## src/rtl/fifo_word_packer.sv

```systemverilog
// Packs consecutive FIFO entries into little-endian words with a byte-keep mask;
// a flush pulse emits any partial word marked with out_last.
module fifo_word_packer #(
  parameter int FIFO_WIDTH = 8,
  parameter int WORD_BYTES = 4
) (
  input  logic                             read_clk,
  input  logic                             rst,
  input  logic                             fifo_empty,
  output logic                             fifo_read_en,
  input  logic [FIFO_WIDTH-1:0]            fifo_read_data,
  input  logic                             flush,
  output logic                             out_valid,
  input  logic                             out_ready,
  output logic [FIFO_WIDTH*WORD_BYTES-1:0] out_data,
  output logic [WORD_BYTES-1:0]            out_keep,
  output logic                             out_last
);
  localparam int OW = FIFO_WIDTH * WORD_BYTES;
  localparam int CW = $clog2(WORD_BYTES + 1);
  localparam logic [CW-1:0] FULL_CNT = CW'(WORD_BYTES);

  typedef enum logic {ST_FILL, ST_FLUSH} state_e;

  state_e              state_q, state_d;
  logic [OW-1:0]       acc_q, acc_d;
  logic [CW-1:0]       acc_cnt_q, acc_cnt_d;
  logic                inflight_q;
  logic                out_valid_q, out_valid_d;
  logic [OW-1:0]       out_data_q, out_data_d;
  logic [WORD_BYTES-1:0] out_keep_q, out_keep_d;
  logic                out_last_q, out_last_d;
  logic                out_free, xfer, flush_load, load, rd_en;
  logic [CW:0]         pending;

  function automatic logic [WORD_BYTES-1:0] keep_mask(input logic [CW-1:0] cnt);
    logic [WORD_BYTES-1:0] m;
    for (int i = 0; i < WORD_BYTES; i++) m[i] = (CW'(i) < cnt);
    return m;
  endfunction

  function automatic logic [OW-1:0] mask_lanes(input logic [OW-1:0] acc,
                                                input logic [WORD_BYTES-1:0] keep);
    logic [OW-1:0] r;
    r = '0;
    for (int i = 0; i < WORD_BYTES; i++)
      if (keep[i]) r[i*FIFO_WIDTH +: FIFO_WIDTH] = acc[i*FIFO_WIDTH +: FIFO_WIDTH];
    return r;
  endfunction

  // Bytes already owned by the accumulator, counting the one still in flight
  assign pending    = {1'b0, acc_cnt_q} + {{CW{1'b0}}, inflight_q};
  assign out_free   = !out_valid_q || out_ready;
  assign xfer       = (state_q == ST_FILL) && (acc_cnt_q == FULL_CNT) && out_free;
  assign flush_load = (state_q == ST_FLUSH) && !inflight_q && (acc_cnt_q != '0) && out_free;
  assign load       = xfer || flush_load;
  assign rd_en      = rst && !fifo_empty && (state_q == ST_FILL) &&
                      ((pending < {1'b0, FULL_CNT}) || xfer);

  always_comb begin
    state_d     = state_q;
    acc_d       = acc_q;
    acc_cnt_d   = acc_cnt_q;
    out_valid_d = out_valid_q;
    out_data_d  = out_data_q;
    out_keep_d  = out_keep_q;
    out_last_d  = out_last_q;

    if (out_valid_q && out_ready) out_valid_d = 1'b0;

    if (load) begin
      out_valid_d = 1'b1;
      out_data_d  = mask_lanes(acc_q, keep_mask(acc_cnt_q));
      out_keep_d  = keep_mask(acc_cnt_q);
      out_last_d  = flush_load;
      acc_cnt_d   = '0;
    end

    // A loaded word frees lane 0 for the byte landing on the same edge
    if (inflight_q) begin
      for (int i = 0; i < WORD_BYTES; i++)
        if (CW'(i) == acc_cnt_d) acc_d[i*FIFO_WIDTH +: FIFO_WIDTH] = fifo_read_data;
      acc_cnt_d = acc_cnt_d + CW'(1);
    end

    if (state_q == ST_FILL) begin
      if (flush) state_d = ST_FLUSH;
    end else if (!inflight_q && ((acc_cnt_q == '0) || out_free)) begin
      state_d = ST_FILL;
    end
  end

  always_ff @(posedge read_clk or negedge rst) begin
    if (!rst) begin
      state_q     <= ST_FILL;
      acc_cnt_q   <= '0;
      inflight_q  <= 1'b0;
      out_valid_q <= 1'b0;
      out_data_q  <= '0;
      out_keep_q  <= '0;
      out_last_q  <= 1'b0;
    end else begin
      state_q     <= state_d;
      acc_cnt_q   <= acc_cnt_d;
      inflight_q  <= rd_en;
      out_valid_q <= out_valid_d;
      out_data_q  <= out_data_d;
      out_keep_q  <= out_keep_d;
      out_last_q  <= out_last_d;
    end
  end

  // Lane contents are only meaningful below acc_cnt, so they need no reset
  always_ff @(posedge read_clk) begin
    acc_q <= acc_d;
  end

  assign fifo_read_en = rd_en;
  assign out_valid    = out_valid_q;
  assign out_data     = out_data_q;
  assign out_keep     = out_keep_q;
  assign out_last     = out_last_q;

endmodule

```

## config.mk

```make
export PLATFORM = sky130hd
export DESIGN_NAME = fifo_word_packer
export DESIGN_NICKNAME = d
export VERILOG_FILES = /design/src/rtl/fifo_word_packer.sv
export SDC_FILE = /design/constraint.sdc
export NUM_CORES = 1
export LEC_CHECK = 0
export ABC_AREA = 0
export CORE_MARGIN = 2
export CORE_UTILIZATION = 55
export DETAILED_ROUTE_END_ITERATION = 10
export PLACE_DENSITY = 0.93
export SLEW_MARGIN = 20
export SYNTH_ARGS = -nofsm -noshare
export SYNTH_HDL_FRONTEND = slang
export SYNTH_SLANG_ARGS = --single-unit
```

## constraint.sdc

```tcl
create_clock -name read_clk -period 4.6 [get_ports read_clk]
set_input_delay 0.92 -clock read_clk [delete_from_list [all_inputs] [get_ports read_clk]]
set_output_delay 0.92 -clock read_clk [all_outputs]
set_load 0.02 [all_outputs]
```

==> flow_summary.ini <==
[run_status]
status = complete, no violations

[setup_path]
worst-path-buf-inv = 2
startpoint = out_ready
cp.arrival_ns = 2.64
reg2reg_setup_slack_ns = 2.24
end_kind = output pin
crit_required_ns = 3.68
r2r-end = out_data[6]$_DFFE_PN0P_
r2r_start = acc_cnt_q[2]$_DFF_PN0_
crit_type = primary input to output pin
crit_path_frequent_cell = clkdlybuf4s50_1
crit_path_top_delay_cell = clkdlybuf4s50_1
crit_path_max_incr_delay_ns = 0.67
crit_path_start_kind = primary input
path_max_fanout = 5
path_cells = clkdlybuf4s50_1, nand2b_1, a21oi_1, nor4b_1, clkdlybuf4s50_1
critical-path-top-delay-family = buffers and inverters
r2r_cells = 3

[routing]
drc = 0
routed_via_density = 5.166
wl_per_cell_um = 15.33
dr.pass1.iters = 4
drt-initial-drc-count = 91
drt-total-wl_mm = 4.905
num_vias = 1653
antenna_left = 0

[pwr]
p_leak_nw = 1.563
p_int_w = 0.001592
combPwrFrac = 0.323
switchingPower_w = 0.0006926
power_switching_share = 0.3032
clockPowerShare = 0.261
power_density_mw_per_mm2 = 628.4
seq_power_share = 0.416
irDropWorstVdd_uv = 411.5

[cts]
cts_root_buffer = clkbuf_8
clk_latency_ns = 0.34
htree_levels = 3
hold_buffers = 0
cts_tree = built
clk_pin_slew_ns = 0.07
numCtsBuffers = 9
cts.sinks = 75
cts_buffer_depth = 2
post_cts_buffers = 0
cts_resized = 0

[sta]
post-route-period-util = 0.7738
maxSlewHeadroom = 0.3311
fin_crit_ns = 3.560
fin_setup_tns_ns = 0
worstMarginPinSlew_ns = 1.003
skew_ns = 0.006742
setup_viol = 0
slew_viol_final = 0
final_hold_viol_count = 0
rsz0062_at_grt = false
fmaxAchievable_mhz = 280.9

[global_routing]
grt_pass1_wl_mm = 7.707
antenna_found_initial = 0
grt-ovfl-total = 0
grtUsageTotal = 0.1936
grt_pass1_vias = 1601
grt_max_degree = 44

[die]
io_pins = 52
die_area_mm2 = 0.005759
num_rows = 26
coreArea_mm2 = 0.005042
floorplan.initialDensity = 0.5638
die_w_um = 75.89
die_h_um = 75.89

[synth]
ys.flop_type = dfrtp_1
synth_edf_count = 32
synth-simple-area-share = 0.06866
yosys_register_bits = 75
synth_top_cell_area_share = 0.3785
syn_avg_cell_area_um2 = 15.04
yosysWarnings = 0
syn_inst = 189
synth_compound_area_frac = 0.04401
synth_area_mm2 = 0.002843
synth_top_family_by_area = multiplexers
synthArstFlopShare = 0.5733
syn_nets = 207
ys_seq_area_frac = 0.7165
yosysUniqueCellTypes = 31
synthTopCellsByArea = dfrtp_1 (38%), edfxtp_1 (34%), mux2i_1 (6.0%)
synthAdderAreaFrac = 0.02201
synthMuxAreaShare = 0.1048
synth_top_area_cell = dfrtp_1
synth_xor_area_frac = 0.003081

[layout]
instances_no_fill = 320
insertedDiodeCount = 0
nFillCells = 339
final_cell_mix = clkdlybuf4s50_1 (50), dfrtp_1 (43), edfxtp_1 (32)
drive_gt1_frac = 0.1160
syn_to_final_growth_pct = 27.91
final_common_cell = clkdlybuf4s50_1
finalNetCount = 263

[placement]
dpl.hpwl_mm = 3.190
gp_congestion = 0.7993
place_inst = 304
portBuffers = 51

[flow_run]
drv_cap = 0

[min_path]
whs_endpoint = out_data[11]$_DFFE_PN0P_
whs_path_depth = 1
hold_class = register to register
min_from = acc_q[11]$_DFFE_PP_
metal layers:
metal / track usage / vias up / wire, um
li1: - / 760 / -
met4: 0.09942 / 0 / 93
met2: 0.3065 / 57 / 2503
met1: 0.2387 / 826 / 2048
met5: 0 / - / 0
met3: 0.06349 / 10 / 260
worst reg2reg max path, delay by kind of cell, from the launching register on:
family	cells	cell delay, ns
AOI/OAI and AO/OA	1	0.84
DFF	1	0.57
muxes	1	0.45
and+or+nand+nor	1	0.38
power groups by stage:
stage	Clock (W)	Sequential (W)	Combinational [W]
floorplan	0	0.00109	0.000291
global placement	0	0.000957	0.000722
detailed placement	0	0.000963	0.000741
CTS	0.000605	0.000952	0.000746
global route	0.000634	0.000969	0.000794
finish	0.000596	0.000950	0.000738
layout make-up:
class / instances / area [um^2] / area share
Multi-Input combinational cell: 89 / 690.7 / 0.1900
Clock buffer: 10 / 137.6 / 0.03785
Inverter: 18 / 67.56 / 0.01858
Sequential cell: 75 / 2037 / 0.5602
Clock inverter: 6 / 102.6 / 0.02822
Timing Repair Buffer: 52 / 513.0 / 0.1411
Tap cell: 70 / 87.58 / 0.02409
cell families (layout without fill, tap and decap cells):
logic type	after synthesis	count (layout)
AO/OA/AOI/OAI	17	17
XOR/XNOR	1	1
adder cells (fa/ha/maj)	5	5
buffers and inverters	25	86
flip-flops	75	75
multiplexers	27	27
AND/OR/NAND/NOR	39	39
how the worst max path moves through the flow:
stage,end,slack [ns],cells after the start
3_5_place_dp,fifo_read_en,1.04,5
6_report,fifo_read_en,1.04,5
2_1_floorplan,fifo_read_en,1.72,3
4_1_cts,fifo_read_en,1.02,5
3_3_place_gp,fifo_read_en,1.07,5
5_1_grt,fifo_read_en,0.91,5
cell usage after synthesis, types with 3 or more instances:
master     n
dfrtp_1   43
mux2_4     4
mux2_2     6
and3_1     3
nand2_1   23
mux2i_1   17
edfxtp_1  32
ha_1       5
nor2_1     4
inv_1     18
a22o_1     8
through the flow:
step	hold slack (ns)	area, um^2	total power [W]	util	worst slack (ns)
after global routing	0.4884	3636	0.002396	0.7211	0.9118
after global placement	0.4460	3396	0.001679	0.6734	1.069
after CTS	0.4664	3636	0.002303	0.7211	1.024
after detailed placement	0.4530	3396	0.001704	0.6734	1.038
final	0.4670	3636	0.002285	0.7211	1.040
after floorplan	0.4426	2843	0.001386	-	1.717
state kept, by name, summed over array words and instances (netlist names):
register	count
acc_cnt_q	3
acc_q	32
inflight_q	1
out_data	32
out_keep	4
out_last	1
out_valid	1
state_q	1
No activity file was read; power rests on OpenSTA's default activity.
